`src/rtl/cfa_frame_ctrl.sv`:
```
// Frame sequencer for the CFA demosaic path: launches the addressing logic, counts accepted
// pixels, flags complete 3x3 windows and traps a stalled address stream as a sticky error.
module cfa_frame_ctrl #(
  parameter int unsigned DIM_W   = 11,
  parameter int unsigned CNT_W   = 22,
  parameter int unsigned TIMEOUT = 255
) (
  input  logic             clk,
  input  logic             rst,
  input  logic             frameReq,
  input  logic [DIM_W-1:0] rowMaxIn,
  input  logic [DIM_W-1:0] colMaxIn,
  input  logic             sinkReady,
  input  logic             alReady,
  input  logic             alAddressValid,
  input  logic             clrErr,
  output logic             alStart,
  output logic [DIM_W-1:0] alRowMax,
  output logic [DIM_W-1:0] alColMax,
  output logic             alEn,
  output logic             frameAck,
  output logic             winValid,
  output logic [CNT_W-1:0] pixCount,
  output logic             busy,
  output logic             frameDone,
  output logic             err
);

  localparam int unsigned STALL_W = (TIMEOUT < 2) ? 1 : $clog2(TIMEOUT + 1);

  typedef enum logic [2:0] {
    StIdle,
    StLaunch,
    StRun,
    StDone,
    StError
  } state_e;

  state_e             state;
  logic [DIM_W-1:0]   row;
  logic [DIM_W-1:0]   col;
  logic [STALL_W-1:0] stall;
  logic               accept;
  logic               stall_cyc;
  logic               last_pix;

  // Backpressure gates the address stream directly; it never counts as a stall.
  assign alEn      = (state == StRun) && sinkReady;
  assign accept    = alEn && alAddressValid;
  assign stall_cyc = alEn && !alAddressValid;
  assign last_pix  = (row == alRowMax) && (col == alColMax);
  assign winValid  = accept && (row >= DIM_W'(2)) && (col >= DIM_W'(2));

  always_ff @(posedge clk) begin
    if (rst) begin
      state     <= StIdle;
      alStart   <= 1'b0;
      frameAck  <= 1'b0;
      frameDone <= 1'b0;
      err       <= 1'b0;
      busy      <= 1'b0;
      alRowMax  <= '0;
      alColMax  <= '0;
      pixCount  <= '0;
      row       <= '0;
      col       <= '0;
      stall     <= '0;
    end else begin
      alStart   <= 1'b0;
      frameAck  <= 1'b0;
      frameDone <= 1'b0;
      unique case (state)
        StIdle: begin
          if (frameReq && alReady) begin
            state    <= StLaunch;
            alStart  <= 1'b1;
            frameAck <= 1'b1;
            busy     <= 1'b1;
            alRowMax <= rowMaxIn;
            alColMax <= colMaxIn;
            pixCount <= '0;
            row      <= '0;
            col      <= '0;
            stall    <= '0;
          end
        end
        StLaunch: state <= StRun;
        StRun: begin
          if (accept) begin
            // Saturate rather than wrap if the count ever exceeds the port width.
            if (pixCount != '1) pixCount <= pixCount + CNT_W'(1);
            stall <= '0;
            if (col == alColMax) begin
              col <= '0;
              row <= row + DIM_W'(1);
            end else begin
              col <= col + DIM_W'(1);
            end
            if (last_pix) begin
              state     <= StDone;
              frameDone <= 1'b1;
            end
          end else if (stall_cyc) begin
            stall <= stall + STALL_W'(1);
            if (stall == STALL_W'(TIMEOUT - 1)) begin
              state <= StError;
              err   <= 1'b1;
            end
          end
        end
        StDone: begin
          state <= StIdle;
          busy  <= 1'b0;
        end
        StError: begin
          if (clrErr) begin
            state <= StIdle;
            err   <= 1'b0;
            busy  <= 1'b0;
          end
        end
        default: state <= StIdle;
      endcase
    end
  end

endmodule

```
`config.mk`:
```
export PLATFORM = sky130hd
export DESIGN_NAME = cfa_frame_ctrl
export DESIGN_NICKNAME = d
export VERILOG_FILES = /design/src/rtl/cfa_frame_ctrl.sv
export SDC_FILE = /design/constraint.sdc
export NUM_CORES = 1
export LEC_CHECK = 0
export ABC_AREA = 1
export CORE_MARGIN = 3
export CORE_UTILIZATION = 40
export CTS_CLUSTER_SIZE = 20
export DETAILED_ROUTE_END_ITERATION = 7
export DONT_BUFFER_PORTS = 1
export GPL_ROUTABILITY_DRIVEN = 0
export PLACE_DENSITY = 0.65
export SETUP_SLACK_MARGIN = 0.2
export SLEW_MARGIN = 30
export SYNTH_ARGS = -nofsm -noshare
export SYNTH_HDL_FRONTEND = slang
export SYNTH_SLANG_ARGS = --single-unit
```
`constraint.sdc`:
```
create_clock -name clk -period 4.81 [get_ports clk]
set_input_delay 1.2025 -clock clk [delete_from_list [all_inputs] [get_ports clk]]
set_output_delay 1.2025 -clock clk [all_outputs]
set_load 0.005 [all_outputs]
```
==> impl_metrics.csv <==
group,metric,value,unit
route,via_per_inst,5.15,
cts,cts_sinks,81,
min_path,hold_path_class,"flip-flop to flip-flop",
synth,postSynthCellCount,681,
cts,clkLatencyLatePin,0.34,ns
timing,skew,0.00658,ns
die,ios,80,
route,vias,4172,
synth,ys.flop_type,"dfxtp_1",
min_path,hp-start,"stall[7]$_SDFFE_PP0P_",
setup_path,critical_path_arrival,2.31,ns
synth,avgSynthCellArea,6.72,µm²
synth,synth_cell_types,39,
timing,setup_viol,0,
die,die_x,113,µm
cts,cts.repair.resized,0,
die,die_area,0.0128,mm²
power,power.leakage,1.83,nW
global_routing,antenna_found_initial,0,
synth,synth_top_area_frac,0.354,
final_layout,stdcell_count,810,
synth,netlist_top_cells_count,"nand2_1, nor2_1, dfxtp_1",
synth,synth_edf_count,0,
setup_path,crit_required,3.61,ns
timing,slew_headroom,0.399,
cts,cts_buffer_depth,2,
route,antenna_left,0,
final_layout,syn2layout_area_growth,7.79,%
synth,async_reset_ff_frac,0,
setup_path,critPathMaxStageDelay,0.48,ns
synth,syn-cell-area,0.00458,mm²
synth,yosys_warnings,0,
cts,cts_buffers,9,
timing,max_freq,0.285,GHz
power,power_per_cell_area,416,mW/mm²
timing,worst_pin_slew,0.901,ns
timing,period_share,0.730,
timing,rsz0062_at_grt,"false",
timing,fin_tns_setup,0,ns
global_routing,grt_overflow_total,0,
cts,root_buffer,"clkbuf_16",
placed_design,dp_hpwl,7920,µm
power,vdd_drop_max,0.217,mV
setup_path,crit_chain,"inv_2 > nand3_2 > nor2_2 > nand2_2 > a311oi_1",
synth,ys_ff_latch,81,
setup_path,critPathLaunchType,"flip-flop",
status,status,"finished, final reports clean",
synth,ys_seq_area_frac,0.354,
route,route.detailed.drc,0,
setup_path,cp_max_fo,25,
timing,hold_viol,0,
die,core,0.0110,mm²
setup_path,slowest_stage,"nand3_2",
final_layout,nNetsFinal,701,
final_layout,fillCellCount,1142,
final_layout,diodes,0,
route,routed_wl,11100,µm
die,rows,38,
route,wire_per_inst,13.7,µm
placed_design,dpl.cell_count,794,
synth,synth_area_leaders,"dfxtp_1, nand2_1, nor2_1, inv_1, a21oi_1",
cts,cts_max_level,3,
global_routing,grt_use_total,0.180,
timing,slew_violations,0,
synth,synth_top_cell_by_area,"dfxtp_1",
cts,cts_tree,"done",
global_routing,grt_pass1_vias,4128,
cts,cts_setup_buffers,0,
route,drt_iter0_markers,291,
flow_run,maxCapViolations,0,
die,initial_utilization,0.415,
setup_path,crit_start,"state[2]$_SDFFE_PP0P_",
setup_path,path_class,"flip-flop to output port",
timing,finalCriticalPeriod,3.51,ns
route,firstDrtPassIters,4,
placed_design,port_buffers,0,
global_routing,grt_pass1_wl,18900,µm
setup_path,cp-end-kind,"output port",
setup_path,r2r_start,"state[2]$_SDFFE_PP0P_",
synth,yosysMostFrequentCell,"nand2_1",
synth,syn_nets,717,
cts,cts_hold_buf,0,
global_routing,grt_max_degree,50,
final_layout,post_route_cells_drive_above_1_share,0.0791,
die,chipHeight,113,µm
cts,clkTransAtPathRegs,0.06,ns
-- kinds of logic after synthesis --
family | after synthesis | synth area share
AND/OR/NAND/NOR | 348 | 0.340
buffers and inverters | 111 | 0.101
AO/OA/AOI/OAI | 102 | 0.124
flip-flops | 81 | 0.354
XOR/XNOR | 32 | 0.0612
adder cells (fa/ha/maj) | 7 | 0.0191
-- worst max-delay path: cells and delay by family (launching register included) --
kind | cells | cell delay [ns]
buffers and inverters | 1 | 0.09
DFF | 1 | 0.34
and+or+nand+nor | 3 | 1.05
AOI/OAI and AO/OA | 1 | 0.48
-- layer usage --
layer,wire (µm),vias up,global-route usage,share of wire
li1,-,2155,-,-
met3,706,21,0.0674,0.064
met2,5280,109,0.304,0.48
met5,0,-,0,0
met1,4850,1887,0.203,0.44
met4,266,0,0.0753,0.024
-- final cells by class --
type                            count  area [µm²]  area share
Clock buffer                       11         243      0.0492
Clock inverter                      5        78.8      0.0160
Inverter                           83         312      0.0631
Multi-Input combinational cell    489        2500       0.506
Sequential cell                    81        1620       0.329
Tap cell                          140         175      0.0355
Timing Repair Buffer                1        7.51     0.00152
-- sequential cells by signal, indices dropped and copies added, names as in the netlist --
name and flops:
row 11, frameDone 1, col 11, stall 8, err 1, pixCount 22, state 3, busy 1
alColMax 11, alRowMax 11, frameAck 1
-- stage by stage --
stage / utilization / hold WS, ns / worst slack [ns] / area (µm²) / total power [mW]
2_1_floorplan: - / 0.463 / 1.79 / 4580 / 1.22
3_3_place_gp: 0.418 / 0.482 / 1.52 / 4610 / 1.31
3_5_place_dp: 0.418 / 0.480 / 1.51 / 4610 / 1.33
4_1_cts: 0.447 / 0.490 / 1.27 / 4930 / 2.07
5_1_grt: 0.447 / 0.519 / 1.15 / 4930 / 2.18
6_report: 0.447 / 0.488 / 1.30 / 4930 / 2.05
-- cells in the final DEF, fill, tap and decap left out, types with 2 or more instances in the layout --
master     Yosys  layout
xnor2_1       11      11
xor2_1        21      21
ha_1           7       7
inv_1         79      79
nor2_4         2       2
nor3_1        21      21
a21oi_2       10      10
nor4_1         3       3
a21oi_1       54      54
nand4_1       15      15
nand3_1       41      40
o21ai_0       30      30
bufinv_16      0       2
nand3_2        1       2
nand2_1      149     149
clkinv_2       0       2
o211ai_1       2       2
clkbuf_16      0       9
nand2_2       10      10
dfxtp_1       81      81
nor3b_1        3       3
nand2_4        3       3
nor2_1        94      94
inv_2          4       4
-- where the power goes --
part,internal (mW),total [mW],switching (mW)
registers,0.744,0.831,0.0870
logic,0.141,0.477,0.336
clock network,0.468,0.746,0.278
total,1.35,2.05,0.701
-- path summary, 6_finish.rpt --
path                                              end  slack [ns]  depth (start not counted)
worst min-delay path            stall[7]$_SDFFE_PP0P_        0.49                          2
worst max register to register    col[9]$_SDFFE_PP0P_        1.92                          8
worst min register to register  stall[7]$_SDFFE_PP0P_        0.49                          2
worst max-delay path                         winValid        1.30                          5
Note: power is estimated with default switching activity, not from simulation.
